## config.mk

```make
export PLATFORM = sky130hd
export DESIGN_NAME = alu_seq_flat
export DESIGN_NICKNAME = d
export VERILOG_FILES = /design/src/rtl/alu_seq_if.sv /design/src/rtl/alu_seq.sv /design/src/flat_wrapper.sv
export SDC_FILE = /design/constraint.sdc
export NUM_CORES = 1
export LEC_CHECK = 0
export CORE_ASPECT_RATIO = 1.1
export CORE_MARGIN = 2
export CORE_UTILIZATION = 40
export CTS_BUF_LIST = sky130_fd_sc_hd__clkbuf_16
export DETAILED_ROUTE_END_ITERATION = 7
export HOLD_SLACK_MARGIN = 0.08
export PLACE_DENSITY_LB_ADDON = 0.1
export SLEW_MARGIN = 15
export SYNTH_ARGS = -nofsm -noshare
export SYNTH_HDL_FRONTEND = slang
export SYNTH_SLANG_ARGS = --single-unit
```

## constraint.sdc

```tcl
create_clock -name clk -period 9.85 [get_ports clk]
set_clock_uncertainty 0.05 [all_clocks]
set_input_delay 0.985 -clock clk [delete_from_list [all_inputs] [get_ports clk]]
set_output_delay 0.985 -clock clk [all_outputs]
set_load 0.02 [all_outputs]
```

## src/rtl/alu_seq_if.sv

```systemverilog
// Op/result bus between decode, the sequential ALU and register-file writeback.
interface alu_seq_if #(
    parameter int unsigned WORD_SIZE = 8
) ();
    logic                 in_valid;
    logic                 in_ready;
    logic [3:0]           op;
    logic [WORD_SIZE-1:0] input_A;
    logic [WORD_SIZE-1:0] input_B;
    logic                 out_valid;
    logic [WORD_SIZE-1:0] output_C;
    logic [WORD_SIZE-1:0] output_hi;
    logic [7:0]           flags;

    modport master (
        output in_valid, op, input_A, input_B,
        input  in_ready, out_valid, output_C, output_hi, flags
    );

    modport slave (
        input  in_valid, op, input_A, input_B,
        output in_ready, out_valid, output_C, output_hi, flags
    );
endinterface

```

## src/rtl/alu_seq.sv

```systemverilog
// Registered ALU with internal Z/S/C/O flag register and multi-cycle shift-add MUL.
module alu_seq #(
    parameter int unsigned WORD_SIZE = 8
) (
    input logic     clk,
    input logic     rst_n,
    alu_seq_if.slave bus
);
    localparam int unsigned W  = WORD_SIZE;
    localparam int unsigned CW = $clog2(W + 1);

    localparam logic [3:0] OP_NOP   = 4'd0;
    localparam logic [3:0] OP_MOV   = 4'd1;
    localparam logic [3:0] OP_CMP   = 4'd2;
    localparam logic [3:0] OP_TEST  = 4'd3;
    localparam logic [3:0] OP_SHL   = 4'd4;
    localparam logic [3:0] OP_SHR   = 4'd5;
    localparam logic [3:0] OP_ADD   = 4'd6;
    localparam logic [3:0] OP_ADC   = 4'd7;
    localparam logic [3:0] OP_SUB   = 4'd8;
    localparam logic [3:0] OP_SBB   = 4'd9;
    localparam logic [3:0] OP_MUL   = 4'd10;
    localparam logic [3:0] OP_AND   = 4'd11;
    localparam logic [3:0] OP_OR    = 4'd12;
    localparam logic [3:0] OP_XOR   = 4'd13;
    localparam logic [3:0] OP_NOT   = 4'd14;
    localparam logic [3:0] OP_CLRF  = 4'd15;

    typedef enum logic {IDLE, MUL_RUN} state_t;

    state_t          state_q, state_n;
    logic [W-1:0]    c_q, c_n;
    logic [W-1:0]    hi_q, hi_n;
    logic [3:0]      fl_q, fl_n;     // {Z, S, C, O}
    logic            ov_q, ov_n;
    logic [2*W-1:0]  ma_q, ma_n;
    logic [W-1:0]    mb_q, mb_n;
    logic [2*W-1:0]  acc_q, acc_n;
    logic [CW-1:0]   cnt_q, cnt_n;

    logic            accept;
    logic            cin;
    logic [W:0]      add_r;
    logic [W:0]      sub_r;
    logic [W:0]      shl_r;
    logic [W:0]      shr_r;
    logic            shamt_big;
    logic [W-1:0]    res;
    logic            hi_nz;

    function automatic logic [1:0] zs(input logic [W-1:0] v);
        return {v == '0, v[W-1]};
    endfunction

    assign bus.in_ready  = (state_q == IDLE) && rst_n;
    assign bus.out_valid = ov_q;
    assign bus.output_C  = c_q;
    assign bus.output_hi = hi_q;
    assign bus.flags     = {fl_q, 4'b0000};

    assign accept    = bus.in_valid && bus.in_ready;
    // Carry/borrow-in is the flag register as it stands at the accepting edge.
    assign cin       = ((bus.op == OP_ADC) || (bus.op == OP_SBB)) ? fl_q[1] : 1'b0;
    assign add_r     = {1'b0, bus.input_A} + {1'b0, bus.input_B} + (W+1)'(cin);
    assign sub_r     = {1'b0, bus.input_A} - {1'b0, bus.input_B} - (W+1)'(cin);
    assign shl_r     = {1'b0, bus.input_A} << bus.input_B;
    assign shr_r     = {bus.input_A, 1'b0} >> bus.input_B;
    assign shamt_big = bus.input_B > W'(W);

    // Next-state, datapath and output logic.
    always_comb begin
        state_n = state_q;
        c_n     = c_q;
        hi_n    = hi_q;
        fl_n    = fl_q;
        ov_n    = 1'b0;
        ma_n    = ma_q;
        mb_n    = mb_q;
        acc_n   = acc_q;
        cnt_n   = cnt_q;
        res     = '0;
        hi_nz   = 1'b0;

        case (state_q)
            IDLE: begin
                if (accept) begin
                    ov_n = (bus.op != OP_MUL);
                    case (bus.op)
                        OP_NOP: ;
                        OP_MOV: begin
                            c_n  = bus.input_B;
                            hi_n = '0;
                        end
                        OP_CMP: begin
                            res  = sub_r[W-1:0];
                            fl_n = {zs(res), sub_r[W],
                                    (bus.input_A[W-1] != bus.input_B[W-1]) && (res[W-1] != bus.input_A[W-1])};
                        end
                        OP_TEST: begin
                            res  = bus.input_A & bus.input_B;
                            fl_n = {zs(res), 2'b00};
                        end
                        OP_SHL, OP_SHR: begin
                            hi_n = '0;
                            if (bus.input_B == '0) begin
                                c_n = bus.input_A;
                            end else if (shamt_big) begin
                                c_n  = '0;
                                fl_n = 4'b1000;
                            end else if (bus.op == OP_SHL) begin
                                c_n  = shl_r[W-1:0];
                                fl_n = {zs(c_n), shl_r[W], 1'b0};
                            end else begin
                                c_n  = shr_r[W:1];
                                fl_n = {zs(c_n), shr_r[0], 1'b0};
                            end
                        end
                        OP_ADD, OP_ADC: begin
                            c_n  = add_r[W-1:0];
                            hi_n = '0;
                            fl_n = {zs(c_n), add_r[W],
                                    (bus.input_A[W-1] == bus.input_B[W-1]) && (c_n[W-1] != bus.input_A[W-1])};
                        end
                        OP_SUB, OP_SBB: begin
                            c_n  = sub_r[W-1:0];
                            hi_n = '0;
                            fl_n = {zs(c_n), sub_r[W],
                                    (bus.input_A[W-1] != bus.input_B[W-1]) && (c_n[W-1] != bus.input_A[W-1])};
                        end
                        OP_MUL: begin
                            ma_n    = {W'(0), bus.input_A};
                            mb_n    = bus.input_B;
                            acc_n   = '0;
                            cnt_n   = '0;
                            state_n = MUL_RUN;
                        end
                        OP_AND, OP_OR, OP_XOR: begin
                            if (bus.op == OP_AND)     c_n = bus.input_A & bus.input_B;
                            else if (bus.op == OP_OR) c_n = bus.input_A | bus.input_B;
                            else                      c_n = bus.input_A ^ bus.input_B;
                            hi_n = '0;
                            fl_n = {zs(c_n), 2'b00};
                        end
                        OP_NOT: begin
                            c_n  = ~bus.input_A;
                            hi_n = '0;
                        end
                        OP_CLRF: fl_n = 4'b0000;
                        default: ;
                    endcase
                end
            end
            MUL_RUN: begin
                // One shift-add step per cycle; the final step publishes the product.
                acc_n = acc_q + (mb_q[0] ? ma_q : '0);
                ma_n  = ma_q << 1;
                mb_n  = mb_q >> 1;
                cnt_n = cnt_q + CW'(1);
                if (cnt_q == CW'(W - 1)) begin
                    hi_nz   = acc_n[2*W-1:W] != '0;
                    c_n     = acc_n[W-1:0];
                    hi_n    = acc_n[2*W-1:W];
                    fl_n    = {acc_n == '0, acc_n[W-1], hi_nz, hi_nz};
                    ov_n    = 1'b1;
                    state_n = IDLE;
                end
            end
            default: state_n = IDLE;
        endcase
    end

    always_ff @(posedge clk or negedge rst_n) begin
        if (!rst_n) begin
            state_q <= IDLE;
            c_q     <= '0;
            hi_q    <= '0;
            fl_q    <= '0;
            ov_q    <= 1'b0;
            ma_q    <= '0;
            mb_q    <= '0;
            acc_q   <= '0;
            cnt_q   <= '0;
        end else begin
            state_q <= state_n;
            c_q     <= c_n;
            hi_q    <= hi_n;
            fl_q    <= fl_n;
            ov_q    <= ov_n;
            ma_q    <= ma_n;
            mb_q    <= mb_n;
            acc_q   <= acc_n;
            cnt_q   <= cnt_n;
        end
    end
endmodule

```

## src/flat_wrapper.sv

```systemverilog
// flat-port wrapper written by rule: the top's interface ports become plain ports
module alu_seq_flat 
#(
    parameter int unsigned WORD_SIZE = 8
)
  (clk, rst_n, bus_in_valid, bus_op, bus_input_A, bus_input_B, bus_in_ready, bus_out_valid, bus_output_C, bus_output_hi, bus_flags);
  alu_seq_if #(.WORD_SIZE(WORD_SIZE)) bus_i ();
  input logic clk;
  input logic rst_n;
  input wire logic [$bits(bus_i.in_valid)-1:0] bus_in_valid;
  input wire logic [$bits(bus_i.op)-1:0] bus_op;
  input wire logic [$bits(bus_i.input_A)-1:0] bus_input_A;
  input wire logic [$bits(bus_i.input_B)-1:0] bus_input_B;
  output wire logic [$bits(bus_i.in_ready)-1:0] bus_in_ready;
  output wire logic [$bits(bus_i.out_valid)-1:0] bus_out_valid;
  output wire logic [$bits(bus_i.output_C)-1:0] bus_output_C;
  output wire logic [$bits(bus_i.output_hi)-1:0] bus_output_hi;
  output wire logic [$bits(bus_i.flags)-1:0] bus_flags;
  assign bus_i.in_valid = bus_in_valid;
  assign bus_i.op = bus_op;
  assign bus_i.input_A = bus_input_A;
  assign bus_i.input_B = bus_input_B;
  assign bus_in_ready = bus_i.in_ready;
  assign bus_out_valid = bus_i.out_valid;
  assign bus_output_C = bus_i.output_C;
  assign bus_output_hi = bus_i.output_hi;
  assign bus_flags = bus_i.flags;
  alu_seq #(.WORD_SIZE(WORD_SIZE)) u_core (.clk(clk), .rst_n(rst_n), .bus(bus_i));
endmodule
```

* Word-level counts from Yosys, hierarchy flattened
Cells that the tools add are included.
** Word-level totals
- Bits of input ports :: 23
- Memory bits (writable) :: 0
- Bits in registers :: 66
- Output and inout port bits :: 26
- Latch bits :: 0
- Memories kept :: 0
- Bits in read-only memories :: 0
** Operators by class
- Equal/unequal tests :: 28
- $mul :: 0
- Reductions and logical operators :: 24
- Div/mod/pow operators :: 0
- Add/subtract/negate cells :: 6
- $lt $le $gt $ge :: 1
- Muxes and demuxes :: 44
- Bitwise gates (word level) :: 5
- Shift-type cells :: 2
** Operator list (count)
- 8-bit two-way mux :: 15
- 16-bit two-way mux :: 5
- 16-bit one-hot mux with 2 select lines :: 2
- 8-bit zero test :: 7
- 8-bit one-hot mux with 2 select lines :: 3
- 8-bit one-hot mux with 6 select lines :: 1
- 4-bit equality test (second input constant) :: 8
- 4-bit two-way mux :: 7
- 4-bit one-hot mux with 6 select lines :: 1
- 4-bit by 3-bit equality test with 1-bit output (second input constant) :: 5
- 16-bit adder :: 1
- 16-bit zero test :: 1
- 4-bit one-hot mux with 2 select lines :: 2
- 7-bit != test (second input constant) :: 2
- 11-bit OR reduction :: 1
- 8-bit by 8-bit adder with 9-bit output :: 1
- 9-bit by 1-bit adder with 9-bit output :: 1
- 8-bit by 8-bit left shift with 9-bit output :: 1
- 9-bit by 8-bit right shift with 9-bit output :: 1
- 8-bit by 8-bit subtractor with 9-bit output :: 1
- 9-bit by 1-bit subtractor with 9-bit output :: 1
- 8-bit AND :: 1
- 4-bit by 2-bit equality test with 1-bit output (second input constant) :: 2
- 8-bit by 4-bit greater-than comparator with 1-bit output (second input constant) :: 1
- 22 further kinds :: 39

* Logic depth before layout (Yosys ltp)
- Depth after elaboration :: 10
- Mapped depth :: 16

* Worst setup path before layout
OpenSTA, ideal clock, no wires.
- Kind :: input -> register
- Start point :: input bus_op[2]
- End point :: register u_core.fl_q[3]
- Stages on the path :: 15
- Setup slack :: 5296 ps
- Arrival time :: 4437 ps
- Required time :: 9734 ps
- Buffers on the path :: 2
- Setup time :: 66 ps
- Cell sequence :: buf_4 -> clkbuf_1 -> or3b_2 -> a21o_1 -> inv_1 -> fa_1 -> inv_1 -> fa_1 -> nand2b_1 -> a21oi_1 -> xnor2_1 -> or4b_2 -> or4b_1 -> a31oi_1 -> a41o_1
** On the way
- Cells in the longest elaborated chain, start to end :: 10
- Elaborated cells on any way between the ends :: 37
** Ends and longest elaborated chain
- from (decl) :: line flat_wrapper.sv:11 : input wire logic [$bits(bus_i.op)-1:0] bus_op;
- branches (longest 10 deep; another with 9-bit by 1-bit subtractor with 9-bit output)
- to (signal assigned) :: line alu_seq.sv:187 : fl_q <= fl_n;
- to (decl) :: line alu_seq.sv:34 : logic [3:0] fl_q, fl_n;
Parallel ways; which one is timed is not known. The select of a mux whose other input is x is not followed.
A chain may end at the register's enable or synchronous reset.

* Final worst setup path
- Start point :: input bus_op[3]
- End point :: register u_core.fl_q[3]
Same word-level chain as after synthesis.

==> impl_metrics.env <==
export IMPL_drv_slew=0
export IMPL_wire_per_inst_um=19.58
export IMPL_hold_viol=0
export IMPL_synth_most_common_cell="nand2_1"
export IMPL_min_delay_start="u_core.bus.output_hi[7]$_DFFE_PN0P_"
export IMPL_grt_max_degree=80
export IMPL_port_buffers=44
export IMPL_fmax_ghz=0.1991
export IMPL_synthTopCellsByCount="nand2_1, o21ai_0, dfrtp_1, nor2_1, ha_1"
export IMPL_die_w_um=122.8
export IMPL_postPlaceCellArea_sq_um=6731
export IMPL_tns_ns=0
export IMPL_r2r_end="u_core.fl_q[3]$_DFFE_PN0P_"
export IMPL_hold_buffers=0
export IMPL_timing_slew_headroom_pct=33.70
export IMPL_status="finished, final reports clean"
export IMPL_post_route_cell_area_sq_um=7062
export IMPL_routed_wl_mm=19.43
export IMPL_htreeDepth=3
export IMPL_vias=5725
export IMPL_detail_route_vias_per_cell=5.771
export IMPL_cp_max_fo=16
export IMPL_yosys_top_cells_area="dfrtp_1, ha_1, nand2_1"
export IMPL_setup_ws_ns=4.827
export IMPL_nNetsFinal=865
export IMPL_p_per_area_nw_per_um2=196.1
export IMPL_finalSetupViolCount=0
export IMPL_cp_start_kind="primary input"
export IMPL_maxCapViolCount=0
export IMPL_post_cts_resized=0
export IMPL_cts_tree="done"
export IMPL_rsz0062_at_grt="false"
export IMPL_clk_pin_slew_ns=0.06
export IMPL_rr_worst_depth=9
export IMPL_first_pass_iters=5
export IMPL_drc=0
export IMPL_leakagePower_nw=3.204
export IMPL_hold_class="reg2reg"
export IMPL_rows=47
export IMPL_cts_path_max_buffers=2
export IMPL_fp_dieH_um=134.6
export IMPL_cts_setup_buffers=0
export IMPL_hold_slack_ns=0.4318
export IMPL_core_sq_um=15110
export IMPL_drt_iter0_drc=373
export IMPL_critPathRequiredTime_ns=10.07
export IMPL_synth_edff_count=0
export IMPL_yosysTopAreaCell="dfrtp_1"
export IMPL_layout_drive_gt1_share_pct=6.281
export IMPL_utilization_pct=46.73
export IMPL_area_delta_synth_final_pct=13.79
export IMPL_antenna_left=0
export IMPL_cts_buffers_inserted=9
export IMPL_syn_area_sq_um=6206
export IMPL_ys_async_sr_fraction_pct=100.0
export IMPL_endpoint_kind="flop"
export IMPL_synth_top_area_share_pct=26.61
export IMPL_finalCriticalPeriod_ns=5.023
export IMPL_cts_sinks=66
export IMPL_grt_use_total_pct=23.89
export IMPL_gp_congestion=0.9683
export IMPL_holdPathStages=2
export IMPL_antenna_found_initial=0
export IMPL_grt_pass1_vias=5537
export IMPL_dp_slack_ns=4.508
export IMPL_final_period_utilization_pct=50.99
export IMPL_syn_avg_cell_area_sq_um=7.977
export IMPL_syn_inst=778
export IMPL_die_area_sq_um=16530
export IMPL_synth_seq_cells=66
export IMPL_clock_latency_ns=0.33
export IMPL_seq_area_frac_synth_pct=26.61
export IMPL_tightestPinTransition_ns=0.9909
export IMPL_synth_distinct_cells=73
export IMPL_num_antenna_cells=0
export IMPL_io_pin_count=49
export IMPL_rr_startpoint="u_core.state_q$_DFF_PN0_"
export IMPL_grt_first_pass_wirelength_mm=30.22
export IMPL_reg2reg_slack_ns=6.09
export IMPL_ir_worst_vdd_v=0.00008613
export IMPL_dp_hpwl_mm=14.80
export IMPL_start_util_pct=41.06
export IMPL_overflow=0
export IMPL_synth_main_ff_cell="dfrtp_1"
export IMPL_hold_path_end="u_core.bus.output_hi[7]$_DFFE_PN0P_"
export IMPL_yosys_warnings=0
export IMPL_cts_root_buffer_cell="clkbuf_16"
export IMPL_worstPathArrival_ns=5.24
export IMPL_crit_type="in2reg"
[critical path, stage by stage]
cell and delay (ns):
clkdlybuf4s50_1 0.76, or3b_2 0.55, a21o_1 0.23, inv_1 0.07
fa_1 0.19, inv_1 0.06, fa_1 0.43, nand2b_1 0.17
a21oi_1 0.19, xnor2_1 0.16, or4b_2 0.61, or4b_1 0.49
a31oi_1 0.22, a41o_1 0.12
[flip-flops by register name, summed over array words and instances, names as in the netlist]
signal                flops
u_core.cnt_q              4
u_core.bus.out_valid      1
u_core.ma_q              16
u_core.state_q            1
u_core.bus.output_C       8
u_core.fl_q               4
u_core.mb_q               8
u_core.acc_q             16
u_core.bus.output_hi      8
[routing by layer]
layer	part of all wire, %	GRT usage, %	wire length (um)	vias up
li1	-	-	-	2792
met1	42	29.69	8239	2732
met2	50	40.76	9696	149
met3	2.9	2.280	571	52
met4	4.7	12.32	918	0
met5	0	0	0	-
[cells in the final DEF, fill, tap and decap left out, drive strengths merged, types with 15 or more instances in the layout]
cell type,instances
nor3,17
o21ai,72
inv,40
nor2,47
xnor2,18
dfrtp,66
nand2,134
a21o,15
and2,20
mux2i,37
nand3,18
clkdlybuf4s50,43
a21oi,35
ha,46
[logic make-up after synthesis]
kind of cell	after synthesis	synth area share, %
and+or+nand+nor	296	23.10
AOI/OAI and AO/OA	200	20.71
buffers and inverters	90	6.028
DFF	66	26.61
adders and majority gates	51	10.89
muxes	45	8.508
xor gates and xnor gates	29	4.093
other	1	0.06043
[worst max path at each step]
| stage | start | to | cells after the start | slack, ns |
|---|---|---|---|---|
| after CTS | bus_op[3] | u_core.fl_q[3]$_DFFE_PN0P_ | 14 | 4.85 |
| after global placement | bus_op[3] | u_core.fl_q[3]$_DFFE_PN0P_ | 14 | 4.60 |
| after floorplan | bus_op[2] | u_core.fl_q[3]$_DFFE_PN0P_ | 15 | 5.30 |
| final | bus_op[3] | u_core.fl_q[3]$_DFFE_PN0P_ | 14 | 4.83 |
| after detailed placement | bus_op[3] | u_core.fl_q[3]$_DFFE_PN0P_ | 14 | 4.51 |
| after global routing | bus_op[2] | u_core.fl_q[3]$_DFFE_PN0P_ | 14 | 4.47 |
[per-stage QoR]
| stage | std cells | total power, W |
|---|---|---|
| floorplan | 781 | 0.0008270 |
| global placement | 976 | 0.001035 |
| detailed placement | 976 | 0.001046 |
| CTS | 992 | 0.001391 |
| global route | 992 | 0.001484 |
| finish | 992 | 0.001385 |
[cell type report]
cell class / instances / area, sq um
Multi-Input combinational cell: 625 / 4219
Fill cell: 1495 / 8051
Clock buffer: 9 / 225.2
Timing Repair Buffer: 50 / 480.5
Sequential cell: 66 / 1653
Inverter: 39 / 146.4
Clock inverter: 7 / 92.59
Tap cell: 196 / 245.2
[where the power goes]
| group | internal (W) | total (W) | leakage (nW) | switching [W] |
|---|---|---|---|---|
| registers | 0.000368 | 0.000436 | 0.885 | 0.0000688 |
| logic | 0.000233 | 0.000607 | 2.17 | 0.000374 |
| clock network | 0.000221 | 0.000342 | 0.149 | 0.000121 |
No activity file was read; power rests on OpenSTA's default activity.
